**src/rtl/des_key_schedule.sv**
```systemverilog
// Iterative DES key schedule: loads a 64-bit key through PC-1 and hands out the
// 16 PC-2 subkeys one per valid/ready handshake, in encrypt or decrypt order.
module des_key_schedule #(
  parameter bit CHECK_PARITY = 1'b0
) (
  input  logic        clk,
  input  logic        rst_n,
  input  logic [1:64] key_in,
  input  logic        decrypt,
  input  logic        start,
  output logic        key_ready,
  output logic [1:48] subkey,
  output logic        subkey_valid,
  input  logic        subkey_ready,
  output logic [3:0]  round_idx,
  output logic        done,
  output logic        parity_err
);

  typedef enum logic {IDLE, EMIT} state_t;

  localparam int PC1 [1:56] = '{
    57, 49, 41, 33, 25, 17,  9,  1, 58, 50, 42, 34, 26, 18,
    10,  2, 59, 51, 43, 35, 27, 19, 11,  3, 60, 52, 44, 36,
    63, 55, 47, 39, 31, 23, 15,  7, 62, 54, 46, 38, 30, 22,
    14,  6, 61, 53, 45, 37, 29, 21, 13,  5, 28, 20, 12,  4
  };

  localparam int PC2 [1:48] = '{
    14, 17, 11, 24,  1,  5,  3, 28, 15,  6, 21, 10,
    23, 19, 12,  4, 26,  8, 16,  7, 27, 20, 13,  2,
    41, 52, 31, 37, 47, 55, 30, 40, 51, 45, 33, 48,
    44, 49, 39, 56, 34, 53, 46, 42, 50, 36, 29, 32
  };

  // Bit r set means round r+1 rotates by two; rounds 1, 2, 9 and 16 rotate by one.
  localparam logic [15:0] SHIFT2 = 16'h7EFC;

  function automatic logic [1:56] pc1(input logic [1:64] k);
    logic [1:56] r;
    for (int i = 1; i <= 56; i++) r[i] = k[PC1[i]];
    return r;
  endfunction

  function automatic logic [1:48] pc2(input logic [1:28] c, input logic [1:28] d);
    logic [1:56] cd;
    logic [1:48] r;
    cd = {c, d};
    for (int i = 1; i <= 48; i++) r[i] = cd[PC2[i]];
    return r;
  endfunction

  function automatic logic [1:28] rotl(input logic [1:28] x, input logic two);
    return two ? {x[3:28], x[1:2]} : {x[2:28], x[1]};
  endfunction

  function automatic logic [1:28] rotr(input logic [1:28] x, input logic two);
    return two ? {x[27:28], x[1:26]} : {x[28], x[1:27]};
  endfunction

  state_t      state;
  logic [1:28] c_q;
  logic [1:28] d_q;
  logic        dir_q;

  logic [1:56] key_pc1;
  logic [3:0]  idx_next;
  logic [3:0]  idx_prev;
  logic        enc_two;
  logic        dec_two;
  logic        last;
  logic        parity_bad;

  assign key_pc1  = pc1(key_in);
  assign idx_next = round_idx + 4'd1;
  assign idx_prev = round_idx - 4'd1;
  // Encrypt steps into the next round's shift; decrypt undoes the current one.
  assign enc_two  = SHIFT2[idx_next];
  assign dec_two  = SHIFT2[round_idx];
  assign last     = dir_q ? (round_idx == 4'd0) : (round_idx == 4'd15);
  assign subkey   = pc2(c_q, d_q);

  // NOTE: every always_comb output gets a default first so no latch is inferred.
  always_comb begin
    parity_bad = 1'b0;
    for (int b = 0; b < 8; b++)
      if (!(^key_in[8*b+1 +: 8])) parity_bad = 1'b1;
  end

  // NOTE: sequential state uses non-blocking assignments only, so every
  // right-hand side reads the pre-edge value regardless of statement order.
  always_ff @(posedge clk or negedge rst_n) begin
    if (!rst_n) begin
      state        <= IDLE;
      c_q          <= '0;
      d_q          <= '0;
      dir_q        <= 1'b0;
      key_ready    <= 1'b1;
      subkey_valid <= 1'b0;
      round_idx    <= 4'd0;
      done         <= 1'b0;
      parity_err   <= 1'b0;
    end else begin
      done <= 1'b0;
      case (state)
        IDLE: begin
          if (start && key_ready) begin
            // Decrypt starts at C16,D16, which equals the unrotated PC-1 output.
            c_q          <= decrypt ? key_pc1[1:28]  : rotl(key_pc1[1:28], 1'b0);
            d_q          <= decrypt ? key_pc1[29:56] : rotl(key_pc1[29:56], 1'b0);
            round_idx    <= decrypt ? 4'd15 : 4'd0;
            dir_q        <= decrypt;
            parity_err   <= CHECK_PARITY && parity_bad;
            key_ready    <= 1'b0;
            subkey_valid <= 1'b1;
            state        <= EMIT;
          end
        end
        EMIT: begin
          if (subkey_ready) begin
            if (last) begin
              key_ready    <= 1'b1;
              subkey_valid <= 1'b0;
              done         <= 1'b1;
              state        <= IDLE;
            end else if (dir_q) begin
              c_q       <= rotr(c_q, dec_two);
              d_q       <= rotr(d_q, dec_two);
              round_idx <= idx_prev;
            end else begin
              c_q       <= rotl(c_q, enc_two);
              d_q       <= rotl(d_q, enc_two);
              round_idx <= idx_next;
            end
          end
        end
        default: state <= IDLE;
      endcase
    end
  end

endmodule

```
**config.mk**
```make
export PLATFORM = sky130hd
export DESIGN_NAME = des_key_schedule
export DESIGN_NICKNAME = d
export VERILOG_FILES = /design/src/rtl/des_key_schedule.sv
export SDC_FILE = /design/constraint.sdc
export NUM_CORES = 1
export LEC_CHECK = 0
export CORE_UTILIZATION = 48
export DETAILED_ROUTE_END_ITERATION = 10
export GPL_ROUTABILITY_DRIVEN = 0
export GPL_TIMING_DRIVEN = 0
export PLACE_DENSITY = 0.83
export SETUP_SLACK_MARGIN = 0.1
export SLEW_MARGIN = 20
export SYNTH_ARGS = -nofsm -noshare
export SYNTH_HDL_FRONTEND = slang
export SYNTH_SLANG_ARGS = --single-unit
```
**constraint.sdc**
```tcl
create_clock -name clk -period 2.3 [get_ports clk]
set_input_delay 0.46 -clock clk [delete_from_list [all_inputs] [get_ports clk]]
set_output_delay 0.46 -clock clk [all_outputs]
set_load 0.01 [all_outputs]
```
**Yosys cells after proc, flatten, opt, wreduce, memory -nomap -nowiden**

Memory sizes are Yosys's and may differ from the RTL's.
Index checks and enable logic that the tools add are counted.

- Mux-type cells: 40
- Add/sub/neg operators: 2
- Bitwise logic cells: 1
- Order comparisons: 2
- Eq/ne operators: 5
- Reduce and logical (&&, ||, !) cells: 5

Operator list:

| cell | number |
|---|---|
| 2-to-1 mux 28 bit | 14 |
| one-hot mux 28 bit (2 select lines) | 2 |
| 2-to-1 mux 4 bit | 5 |
| 2-to-1 mux 1 bit | 15 |
| less-than comparator 4 x 5 -> 1 bit, second input constant | 2 |
| one-hot mux 4 bit (2 select lines) | 1 |
| != test 2 bit, second input constant | 3 |
| one-hot mux 1 bit (2 select lines) | 3 |
| AND reduction 3 bit | 2 |
| adder 4 x 1 -> 4 bit, second input constant | 1 |
| equality test 4 bit, second input constant | 1 |
| logical NOT 4 bit | 1 |
| subtractor 4 x 1 -> 4 bit, second input constant | 1 |
| != test 2 x 1 -> 1 bit, second input constant | 1 |
| AND reduction 2 bit | 1 |
| logical AND 1 bit | 1 |
| NOT 1 bit | 1 |

- Register bits: 65
- Bits in read-only memories: 32
- Input port bits: 69
- Output and inout port bits: 56
- Memories kept: 2
- Logic and storage cells: 65

Memory list:

| name | depth | bits a word | rd ports | clocked after Yosys merged registers in | wr ports | line | text |
|---|---|---|---|---|---|---|---|
| (no name shown) | 16 | 1 | 1 | 0 | 0 | 79 | `assign dec_two = SHIFT2[round_idx];` |
| (no name shown) | 16 | 1 | 1 | 0 | 0 | 78 | `assign enc_two = SHIFT2[idx_next];` |

**Depth between registers and ports, before layout**

Gate-level depths: netlist of the first run.

- Depth after elaboration: 8
- Gate-level depth with buffers: 9
- Depth with buffers taken out: 7

**Worst setup path after synthesis of the first run**

OpenSTA, ideal clock, no wires.

- Kind: reg-to-reg
- Start point: register round_idx[0]
- End point: register c_q[14] (netlist bit)
- Arrival: 2.148 ns
- Setup time: 0.092 ns
- Data required time: 2.208 ns
- Cell stages (with the launch flop): 9
- Clock period less this slack: 2.240 ns
- Path slack: 0.060 ns
- Buffers on the path: 2
- Path through: dfrtp_1 inv_1 ha_1 a211oi_1 a311oi_1 buf_4 buf_6 mux2_4 o31ai_2

- Longest elaborated chain between the ends: 8
- Elaborated cells on any way between the ends: 16
- Those cells by class: 1 x add/sub; 2 x eq/ne; 9 x mux; 2 x reduce/logical; 2 x memory

Ends and longest elaborated chain:

| item | line | text |
|---|---|---|
| start: declaration | 15 | `output logic [3:0] round_idx,` |
| start signal: assignment | 111 | `round_idx <= decrypt ? 4'd15 : 4'd0;` |
| start signal: assignment | 129 | `round_idx <= idx_prev;` |
| start signal: assignment | 133 | `round_idx <= idx_next;` |
| adder 4 x 1 -> 4 bit | 75 | `assign idx_next = round_idx + 4'd1;` |
| memory read (16 x 1 bit) | - |  |
| 2-to-1 mux 1 bit (implied by the code) | 78 |  |
| 2-to-1 mux 28 bit | 54 | `return two ? {x[3:28], x[1:2]} : {x[2:28], x[1]};` |
| 2-to-1 mux 28 bit | 126 | `end else if (dir_q) begin` |
| 2-to-1 mux 28 bit | 121 | `if (last) begin` |
| 2-to-1 mux 28 bit | 120 | `if (subkey_ready) begin` |
| one-hot mux 28 bit (2 select lines) | 105 | `case (state)` |
| end signal: assignment | 109 | `c_q <= decrypt ? key_pc1[1:28] : rotl(key_pc1[1:28], 1'b0);` |
| end signal: assignment | 127 | `c_q <= rotr(c_q, dec_two);` |
| end signal: assignment | 131 | `c_q <= rotl(c_q, enc_two);` |
| end: declaration | 62 | `logic [1:28] c_q;` |

Parallel ways exist; a longest one is shown, timed or not. The select of a mux whose other input is x is not followed.
A chain may end at the register's enable or synchronous reset.

**Worst setup path in the final report of the first run**

- Start point: register round_idx[1]
- End point: register d_q[26] (netlist bit)

- Longest elaborated chain between the ends: 8
- Elaborated cells on any way between the ends: 16
- Those cells by class: 1 x add/sub; 2 x eq/ne; 9 x mux; 2 x reduce/logical; 2 x memory

Ends and longest elaborated chain:

| item | line | text |
|---|---|---|
| adder 4 x 1 -> 4 bit | 75 |  |
| memory read (16 x 1 bit) | - |  |
| 2-to-1 mux 1 bit (implied by the code) | 78 |  |
| 2-to-1 mux 28 bit | 54 |  |
| 2-to-1 mux 28 bit | 126 |  |
| 2-to-1 mux 28 bit | 121 |  |
| 2-to-1 mux 28 bit | 120 |  |
| one-hot mux 28 bit (2 select lines) | 105 |  |
| end signal: assignment | 110 | `d_q <= decrypt ? key_pc1[29:56] : rotl(key_pc1[29:56], 1'b0);` |
| end signal: assignment | 128 | `d_q <= rotr(d_q, dec_two);` |
| end signal: assignment | 132 | `d_q <= rotl(d_q, enc_two);` |
| end: declaration | 63 | `logic [1:28] d_q;` |

Parallel ways exist; a longest one is shown, timed or not. The select of a mux whose other input is x is not followed.

==> results of run 1 <==
## flip-flops by register name, indices dropped and copies added (netlist names)
name	cells
subkey_valid	1
d_q	28
c_q	28
round_idx	4
key_ready	1
dir_q	1
done	1
state	1
## kinds of logic after synthesis
logic type / synth area share, %
AOI/OAI and AO/OA: 25.5
muxes: 22.1
adders and majority gates: 0.810
buffers and inverters: 11.4
DFF: 26.3
other: 0.0607
xor gates and xnor gates: 0.284
and+or+nand+nor: 13.5
## synth_stat cells (2+ instances only)
library cell               count
sky130_fd_sc_hd__a21oi_1     115
sky130_fd_sc_hd__nand2_1      65
sky130_fd_sc_hd__dfrtp_1      64
sky130_fd_sc_hd__nor2_1       59
sky130_fd_sc_hd__o21ai_0      57
sky130_fd_sc_hd__mux2i_1      56
sky130_fd_sc_hd__nor3_1       56
sky130_fd_sc_hd__buf_4        51
sky130_fd_sc_hd__clkbuf_1     47
sky130_fd_sc_hd__mux2_4       40
sky130_fd_sc_hd__o31ai_2      40
sky130_fd_sc_hd__o31ai_1      18
sky130_fd_sc_hd__mux2_1       16
sky130_fd_sc_hd__buf_2        15
sky130_fd_sc_hd__buf_6         4
sky130_fd_sc_hd__ha_1          4
sky130_fd_sc_hd__inv_1         4
sky130_fd_sc_hd__nand3_1       3
sky130_fd_sc_hd__o21ai_1       3
sky130_fd_sc_hd__a31oi_1       2
sky130_fd_sc_hd__buf_1         2
sky130_fd_sc_hd__mux2_2        2
sky130_fd_sc_hd__nand2b_1      2
sky130_fd_sc_hd__nand4_1       2
## power by group through the flow
stage | sequential [uW] | clock (uW) | combinational (uW)
final | 1140 | 1480 | 258
after CTS | 1140 | 1470 | 257
after global routing | 1140 | 1520 | 277
after detailed placement | 1160 | 0 | 255
after global placement | 1160 | 0 | 248
after floorplan | 1160 | 0 | 91.4
## final timing paths
kind / from / end / slack, ns
worst max-delay path: round_idx[1] / d_q[26] / 0.04
worst min-delay path: rst_n / c_q[19] / -0.0008
worst max register to register: round_idx[1] / d_q[26] / 0.04
worst min register to register: key_ready / key_ready / 0.53
max in group asynchronous: rst_n / key_ready / 1.71
min in group clk: key_ready / key_ready / 0.53
## what timing repair did
action,CTS,global route
setup endpoints to repair,59,58
buffers inserted,7,4
resized for setup,19,57
cloned,0,4
pin swaps,1,4
## layer usage
| metal | vias up | GRT usage [%] | wire length (um) |
|---|---|---|---|
| met1 | 3051 | 38.0 | 8010 |
| met4 | 0 | 11.9 | 733 |
| met5 | - | 0 | 0 |
| li1 | 2921 | - | - |
| met3 | 79 | 3.71 | 1570 |
| met2 | 384 | 43.4 | 9290 |
## stage by stage
step	cells	setup WS [ns]
6_report	1063	0.0416
5_1_grt	1063	-0.0442
4_1_cts	1055	0.102
3_5_place_dp	1032	-0.277
3_3_place_gp	1031	-1.84
2_1_floorplan	745	0.110
## layout make-up
cell class / count / area share [%]
buffer: 119 / 9.23
clock buffer: 13 / 2.90
clock inverter: 3 / 0.785
inverter: 5 / 0.257
multi-input combinational: 556 / 48.2
sequential: 65 / 19.7
tap: 172 / 2.60
timing repair buffer: 130 / 16.3
## worst max-delay path, delay by kind of cell (launching register included)
| family | cells | cell delay (ns) |
|---|---|---|
| adders and majority gates | 1 | 0.29 |
| muxes | 1 | 0.35 |
| AOI/OAI and AO/OA | 3 | 0.52 |
| buffers and inverters | 4 | 0.56 |
| DFF | 1 | 0.44 |
==> results.json, run 1 <==
{
  "worst_setup_path_start_kind": "register",
  "final_design_area_no_fill_sq_um": 8280,
  "fillerInstances": 951,
  "layout_skew_ns": 0.00777,
  "power.share.switching_pct": 22.3,
  "final.min_clock_period_ns": 2.26,
  "floorplan.die_area_sq_um": 13300,
  "initial_antenna_violation_count": 0,
  "hold_class": "in -> async",
  "nets": 959,
  "placedInstanceArea_sq_um": 7560,
  "power.combinational.fraction_pct": 9.0,
  "first_global_vias": 5825,
  "rsz0062_at_grt": "true",
  "clock_power_share_pct": 51.3,
  "setup_violations": 0,
  "detailedRoute.firstPassIterationCount": 6,
  "dp_hpwl_um": 13300,
  "worst_r2r_path_depth": 9,
  "commonest_cells_after_routing_fill_and_taps_aside": "113 x sky130_fd_sc_hd__clkdlybuf4s50_1, 103 x sky130_fd_sc_hd__a21oi_1, 65 x sky130_fd_sc_hd__nand2_1",
  "avgSynthCellArea_sq_um": 8.29,
  "primary_ff_master_synth": "sky130_fd_sc_hd__dfrtp_1",
  "max_cap_violation_count": 0,
  "worst_setup_hold_path_clk_slew_ns": 0.06,
  "run_status": "finished, violations left",
  "power-per-cell-area_nw_per_um2": 348,
  "maxClockFrequency_mhz": 443,
  "cts-root-to-sink-buffers": 2,
  "die_height_um": 115,
  "totalNegativeSetupSlack_ns": 0,
  "critical-path-slowest-cell": "sky130_fd_sc_hd__dfrtp_2",
  "worst-endpoint-arrival_ns": 2.49,
  "syn_area_sq_um": 6180,
  "ant_nets": 0,
  "ys_warn_count": 0,
  "buffer_ports.inserted": 114,
  "drt-total-wl_um": 19600,
  "track_usage_pct": 27.6,
  "path_cells": "inv_4 -> ha_4 -> a211oi_2 -> a311oi_2 -> buf_4 -> buf_12 -> buf_4 -> mux2_1 -> o31ai_1",
  "die-width_um": 115,
  "synth_fp_nets": 818,
  "number_of_placed_i_o_pins": 125,
  "yosysSeqAreaShare_pct": 26.3,
  "placementRows": 41,
  "cts_buffers": 9,
  "wl_per_cell_um": 18.4,
  "irDropWorstVdd_v": 0.000346,
  "tightest_hold_margin_ns": -0.000845,
  "slew_violations": 0,
  "synth_enable_flop_cells": 0,
  "worst_setup_path_end_kind": "register",
  "violations": "negative hold slack",
  "finalPower_uw": 2880,
  "num_antenna_cells": 0,
  "drt-vias-per-instance": 6.05,
  "total_congestion_overflow": 0,
  "htreeDepth": 3,
  "clock_tree.root_cell": "sky130_fd_sc_hd__clkbuf_16",
  "synthArstFlopShare_pct": 100,
  "ctsHoldBuffers": 0,
  "tritoncts": "built",
  "cp_slowest_stage_delay_ns": 0.44,
  "cts.sinks": 65,
  "critical-path-top-cell-by-count": "sky130_fd_sc_hd__buf_4",
  "via_count": 6435,
  "synth_top_cell_by_area": "sky130_fd_sc_hd__dfrtp_1",
  "start_util_pct": 49.2,
  "drive_gt1_share_pct": 25.6,
  "critical_path_peak_fanout": 6,
  "core-area_sq_um": 12600,
  "timing.setup.critical_path_class": "reg -> reg",
  "finalHoldViolCount": 2,
  "worst_slew_pin_slew_ns": 0.652,
  "total_leakage_power_uw": 0.00346,
  "synthDominantCellAreaShare_pct": 25.9,
  "maximum_number_of_pins_on_one_net_before_global_route_repair": 47,
  "p_int_uw": 2240,
  "final.period_utilization_pct": 98.2,
  "layout.area.seq_sq_um": 1630,
  "slew_headroom_pct": 56.5,
  "synth-seq-cells": 65,
  "switchingPower_uw": 643,
  "critical_path_data_required_time_ns": 2.54,
  "drc_marker_count_from_the_first_detailed_route_iteration": 803,
  "seq_power_share_pct": 39.7,
  "grt_first_pass_wirelength_um": 29100,
  "synth.top_cells.by_area": "sky130_fd_sc_hd__dfrtp_1 26%, sky130_fd_sc_hd__mux2_4 9.7%, sky130_fd_sc_hd__a21oi_1 9.3%",
  "clock_insertion_delay_worst_skew_ns": 0.34,
  "finalCoreUtilization_pct": 65.9,
  "layout.cells.most_common": "sky130_fd_sc_hd__clkdlybuf4s50_1",
  "areaGrowthSynthToFinish_pct": 34.0,
  "drt_drc_violations_left": 0,
  "post_synth_inst_count": 745,
  "synth.distinct_cells": 42,
  "multi_input_area_sq_um": 3990
}
No activity file was read; power rests on OpenSTA's default activity.
==> run 2: changes to the inputs <==
--- a/config.mk
+++ b/config.mk
@@ -9,6 +9,7 @@
 export DETAILED_ROUTE_END_ITERATION = 10
 export GPL_ROUTABILITY_DRIVEN = 0
 export GPL_TIMING_DRIVEN = 0
+export MAX_ROUTING_LAYER = met4
 export PLACE_DENSITY = 0.83
 export SETUP_SLACK_MARGIN = 0.1
 export SLEW_MARGIN = 20
==> run 2 against run 1 <==
Net effect:
- the run now ends clean
- final area increased by 3.3%
- sequential power about the same
- sequential cell count unchanged
- global-route usage increased by 0.89 points
- setup slack improved by 0.033 ns
- wire length increased by 4.1%
- critical path type unchanged
- largest power group unchanged
==> results.json, run 2 (same netlist as run 1, synthesis figures left out) <==
{
  "tritoncts": "built",
  "floorplan.die_area_sq_um": 13300,
  "ctsHoldBuffers": 0,
  "irDropWorstVdd_v": 0.000355,
  "htreeDepth": 3,
  "detailedRoute.firstPassIterationCount": 6,
  "track_usage_pct": 28.5,
  "cts.sinks": 65,
  "drc_marker_count_from_the_first_detailed_route_iteration": 826,
  "finalHoldViolCount": 0,
  "grt_first_pass_wirelength_um": 29100,
  "worst_r2r_path_depth": 9,
  "drive_gt1_share_pct": 28.1,
  "slew_headroom_pct": 55.7,
  "initial_antenna_violation_count": 0,
  "reg_top3": "c_q (28), d_q (28), round_idx (4)",
  "num_antenna_cells": 0,
  "layout.cells.most_common": "sky130_fd_sc_hd__clkdlybuf4s50_1",
  "finish.cell_count_without_fillers": 1064,
  "dp_hpwl_um": 13300,
  "run_status": "completed",
  "p_int_uw": 2240,
  "power-per-cell-area_nw_per_um2": 338,
  "areaGrowthSynthToFinish_pct": 38.4,
  "slew_violations": 0,
  "tightest_hold_margin_ns": 0.00435,
  "placementRows": 41,
  "number_of_placed_i_o_pins": 125,
  "buffer_ports.inserted": 114,
  "rsz0062_at_grt": "true",
  "hold_class": "in -> async",
  "placedCellCount": 1032,
  "final.period_utilization_pct": 96.8,
  "via_count": 6594,
  "finalPower_uw": 2890,
  "drt_drc_violations_left": 0,
  "cts_buffers": 9,
  "total_congestion_overflow": 0,
  "nets": 960,
  "layout.area.seq_sq_um": 1630,
  "maximum_number_of_pins_on_one_net_before_global_route_repair": 47,
  "die_height_um": 115,
  "fillerInstances": 883,
  "setup_violations": 0,
  "seq_power_share_pct": 39.6,
  "worst-endpoint-arrival_ns": 2.47,
  "core-area_sq_um": 12600,
  "die-width_um": 115,
  "start_util_pct": 49.2,
  "layout_skew_ns": 0.00594,
  "final.min_clock_period_ns": 2.23,
  "drt-total-wl_um": 20400,
  "power.share.switching_pct": 22.5,
  "total_leakage_power_uw": 0.00355,
  "clock_power_share_pct": 51.4,
  "commonest_cells_after_routing_fill_and_taps_aside": "113 x sky130_fd_sc_hd__clkdlybuf4s50_1, 86 x sky130_fd_sc_hd__a21oi_1, 70 x sky130_fd_sc_hd__buf_4",
  "worst_setup_path_start_kind": "register",
  "clock_insertion_delay_worst_skew_ns": 0.33,
  "placedInstanceArea_sq_um": 7560,
  "critical_path_data_required_time_ns": 2.55,
  "timing.setup.critical_path_class": "reg -> reg",
  "critical_path_peak_fanout": 10,
  "worst_slew_pin_slew_ns": 0.664,
  "first_global_vias": 5818,
  "final_design_area_no_fill_sq_um": 8550,
  "cts-root-to-sink-buffers": 2,
  "max_cap_violation_count": 0,
  "clock_tree.root_cell": "sky130_fd_sc_hd__clkbuf_16",
  "ant_nets": 0,
  "drt-vias-per-instance": 6.20,
  "power.combinational.fraction_pct": 9.0,
  "finalCoreUtilization_pct": 68.1,
  "worst_setup_path_end_kind": "register",
  "multi_input_area_sq_um": 4210,
  "maxClockFrequency_mhz": 449,
  "wl_per_cell_um": 19.2,
  "worst_setup_hold_path_clk_slew_ns": 0.06,
  "switchingPower_uw": 651
}
[run 2: changes by cell type in the layout (fill, tap and decap cells not counted), moves of 7 or more]
cell / delta
sky130_fd_sc_hd__a21oi_1: -17
sky130_fd_sc_hd__a21oi_2: +17
sky130_fd_sc_hd__buf_2: -7
sky130_fd_sc_hd__buf_4: +9
sky130_fd_sc_hd__o31ai_2: -15
sky130_fd_sc_hd__o31ai_4: +15
[run 2: power groups by stage]
| stage | combinational (uW) | sequential, uW | clock [uW] |
|---|---|---|---|
| final | 261 | 1140 | 1490 |
| after global routing | 279 | 1140 | 1520 |
| after CTS | 257 | 1140 | 1470 |
| after detailed placement | 255 | 1160 | 0 |
| after global placement | 248 | 1160 | 0 |
| after floorplan | 91.4 | 1160 | 0 |
[run 2: layer usage]
| metal | global-route usage (%) | routed length, um |
|---|---|---|
| met1 | 38.4 | 8050 |
| met2 | 43.2 | 9560 |
| met3 | 3.61 | 1830 |
| met4 | 11.9 | 966 |
| met5 | - | 0 |
[run 2: worst paths after layout]
check,startpoint,endpoint,slack [ns]
setup / recovery,round_idx[1],c_q[18],0.07
hold / removal,rst_n,c_q[19],0.004
setup reg to reg,round_idx[1],c_q[18],0.07
hold reg to reg,key_ready,key_ready,0.53
max in group asynchronous,rst_n,key_ready,1.71
min in group clk,key_ready,key_ready,0.53
[run 2: repair_timing]
action	CTS	global route
endpoints found under the hold margin	0	0
gates cloned	0	5
setup endpoints to repair	59	58
gates resized for setup	19	113
setup buffers	7	5
pin swaps	1	50
[run 2: worst max-delay path: stages (launching register included)]
cell	delay, ns
sky130_fd_sc_hd__dfrtp_2	0.47
sky130_fd_sc_hd__inv_4	0.11
sky130_fd_sc_hd__ha_4	0.13
sky130_fd_sc_hd__nand2_1	0.08
sky130_fd_sc_hd__a21oi_4	0.29
sky130_fd_sc_hd__nand2b_1	0.15
sky130_fd_sc_hd__buf_2	0.24
sky130_fd_sc_hd__buf_2	0.27
sky130_fd_sc_hd__a21oi_1	0.15
sky130_fd_sc_hd__o31ai_4	0.24
[run 2: metrics by stage]
stage	setup TNS, ns	worst slack, ns
floorplan	0	0.110
detailed placement	-10.62	-0.277
global placement	-109.94	-1.84
CTS	0	0.102
finish	0	0.0742
global route	-0.000597	-0.000597
[run 2: layout make-up]
class                           count  share of cell area [%]
Buffer                            118                    9.14
Clock buffer                       13                    2.81
Clock inverter                      3                   0.761
Inverter                            5                   0.249
Multi-Input combinational cell    556                    49.2
Sequential cell                    65                    19.1
Tap cell                          172                    2.52
Timing Repair Buffer              132                    16.2
==> RTL change, RTL diff (config.mk and constraints of run 2) <==
Set the parameter `CHECK_PARITY` to 1'b1 (it was 1'b0).
--- a/src/rtl/des_key_schedule.sv
+++ b/src/rtl/des_key_schedule.sv
@@ -3,3 +3,3 @@
 module des_key_schedule #(
-  parameter bit CHECK_PARITY = 1'b0
+  parameter bit CHECK_PARITY = 1'b1
 ) (
Check against the original RTL: not equivalent (a bounded check fails within 4 cycles, from zero or initial values and one cycle with rst_n low).
==> RTL change against run 2 <==
  * Synthesized area grew 29%
  * Wire length grew 45%
  * Sequential cell count grew 1
  * Cell count grew 26%
  * Setup slack lost 73 ps
  * Via count grew 39%
  * Die area grew 29%
  * Cell area grew 19%
  * Fmax shrank 3.2%
Power is left out: it rests on default switching activity, and per cell area and clock period it moved more than threefold.
==> RTL change: results (changes against run 2) <==
* Netlist cell types at 42 (unchanged)
* Register area share after synthesis at 20.7% (was 26.3%)
* Cell depth of the worst flop-to-flop path at 8 (was 9)
* Synthesis Warnings at 0 (unchanged)
* Critical Path End: c_q[1] (was c_q[18])
* Filler cell count at 1,270 (was 883)
* Clock Latency Late Sink at 370 ps (was 330 ps)
* Count of pins over their slew limit at 0 (unchanged)
* CP startpoint: round_idx[0] (was round_idx[1])
* Synthesized net count at 1,043 (was 818)
* CTS max path bufs at 2 (unchanged)
* Global-route wire length before repair at 44,500 um (was 29,100 um)
* Final Critical Period at 2300 ps (was 2230 ps)
* DR DRC count at 0 (unchanged)
* Status: finished clean (unchanged)
* Number of vias per cell at 6.87 (was 6.20)
* Vias in the first global route at 8,329 (was 5,818)
* GRT Total Usage at 34.8% (was 28.5%)
* Clock Skews at 6.72 ps (was 5.94 ps)
* Fraction of layout cells with a size suffix above 1 at 31.7% (was 28.1%)
* Arrival @ worst endpoint at 2520 ps (was 2470 ps)
* Largest net degree at the start of global routing at 35 (was 47)
* Rel. slew slack at 49.0% (was 55.7%)
* Hpwl dp at 20,100 um (was 13,300 um)
* Top cells by area in the synthesized netlist: dfrtp_1, o211ai_2, o311ai_0 (was dfrtp_1, mux2_4, a21oi_1)
* # diodes at 0 (unchanged)
* Initial DRC count at 1,326 (was 826)
* Setup Slack @ Placement at -178 ps (was -277 ps)
* H-tree depth at 3 (unchanged)
* Post-synth top cells: nor2_1, a31oi_1, o311ai_0 (was a21oi_1, nand2_1, dfrtp_1)
* Reg clk slew, reported paths at 60 ps (about the same)
* Total wire length at 29,600 um (was 20,400 um)
* Pre-antenna DRT Iters at 6 (unchanged)
* CTS buffer count at 9 (unchanged)
* Register-to-Register Setup Slack at 1 ps (was 70 ps)
* CTS root buf: clkbuf_16 (unchanged)
* Worst Hold Class: input pin to async pin (unchanged)
* Largest regs: c_q x28, d_q x28, round_idx x4 (unchanged)
* Initial antenna violation count at 0 (unchanged)
* Port Buf Inserts at 123 (was 114)
* Prevailing post-synth register cell: dfrtp_1 (unchanged)
* # nets final at 1,188 (was 960)
* Crit path max fanout at 8 (was 10)
* Synth async-reset ratio at 100% (unchanged)
-- RTL change: changes by cell type in the layout (fill, tap and decap cells not counted), sizes merged, moves of 57 or more --
cell / change
a31oi: +113
o211ai: +113
a21oi: -112
o311ai: +112
nor2: +61
o31ai: -57
-- RTL change: how the worst min path moves through the flow --
stage / depth (start not counted) / slack (ps) / end
after global routing: 1 / 90 / c_q[25]
after CTS: 1 / 70 / c_q[24]
after global placement: 2 / 510 / key_ready
after detailed placement: 1 / 440 / c_q[24]
final: 1 / 40 / c_q[24]
after floorplan: 0 / 160 / c_q[10]
-- RTL change: cells by family after synthesis --
| kind of cell | Yosys count | share of synthesized area, % |
|---|---|---|
| xor+xnor | 58 | 6.35 |
| fa+ha+maj | 2 | 0.313 |
| simple gates | 252 | 14.2 |
| buf+inv | 182 | 12.3 |
| mux | 57 | 8.01 |
| flops | 66 | 20.7 |
| compound gates | 355 | 38.1 |
-- RTL change: what timing repair did --
action,4_1_cts,5_1_grt
pin swaps,2,23
gates cloned,0,5
endpoints found under the setup margin,60,60
buffers inserted,2,3
resized for setup,31,67
-- RTL change: layout make-up --
type	instances	area, um2	area share, %
plain buffers	174	1100	10.8
inverters	8	30.0	0.294
clock inverters	5	100	0.981
flip-flops and latches	66	1660	16.2
well taps	216	270	2.65
multi-input cells	724	5420	53.1
repair buffers	134	1370	13.4
clock buffers	11	253	2.48
-- RTL change: metal layers --
metal / track usage (%) / part of all wire (%) / vias to the layer above
li1: - / - / 3956
met1: 44.1 / 38 / 4279
met2: 50.9 / 44 / 786
met3: 6.17 / 12 / 168
met4: 22.4 / 5.7 / 0
met5: - / 0 / -
-- RTL change: through the flow --
stage | hold slack (ps) | instances | instance area [um2] | TNS, ps
detailed placement | 439 | 1312 | 9520 | -6720
global placement | 512 | 1311 | 9500 | -107540
global route | 88.5 | 1338 | 10200 | -30.4
floorplan | 164 | 972 | 8000 | 0
finish | 40.3 | 1338 | 10200 | 0
CTS | 68.0 | 1330 | 9940 | 0
-- RTL change: worst max-delay path: stages (launching register included) --
cell       delay, ps
dfrtp_2          470
inv_2            100
ha_4             210
or4_4            520
o21a_4           170
buf_12           160
clkbuf_16        160
o211ai_2         190
a31oi_1          160
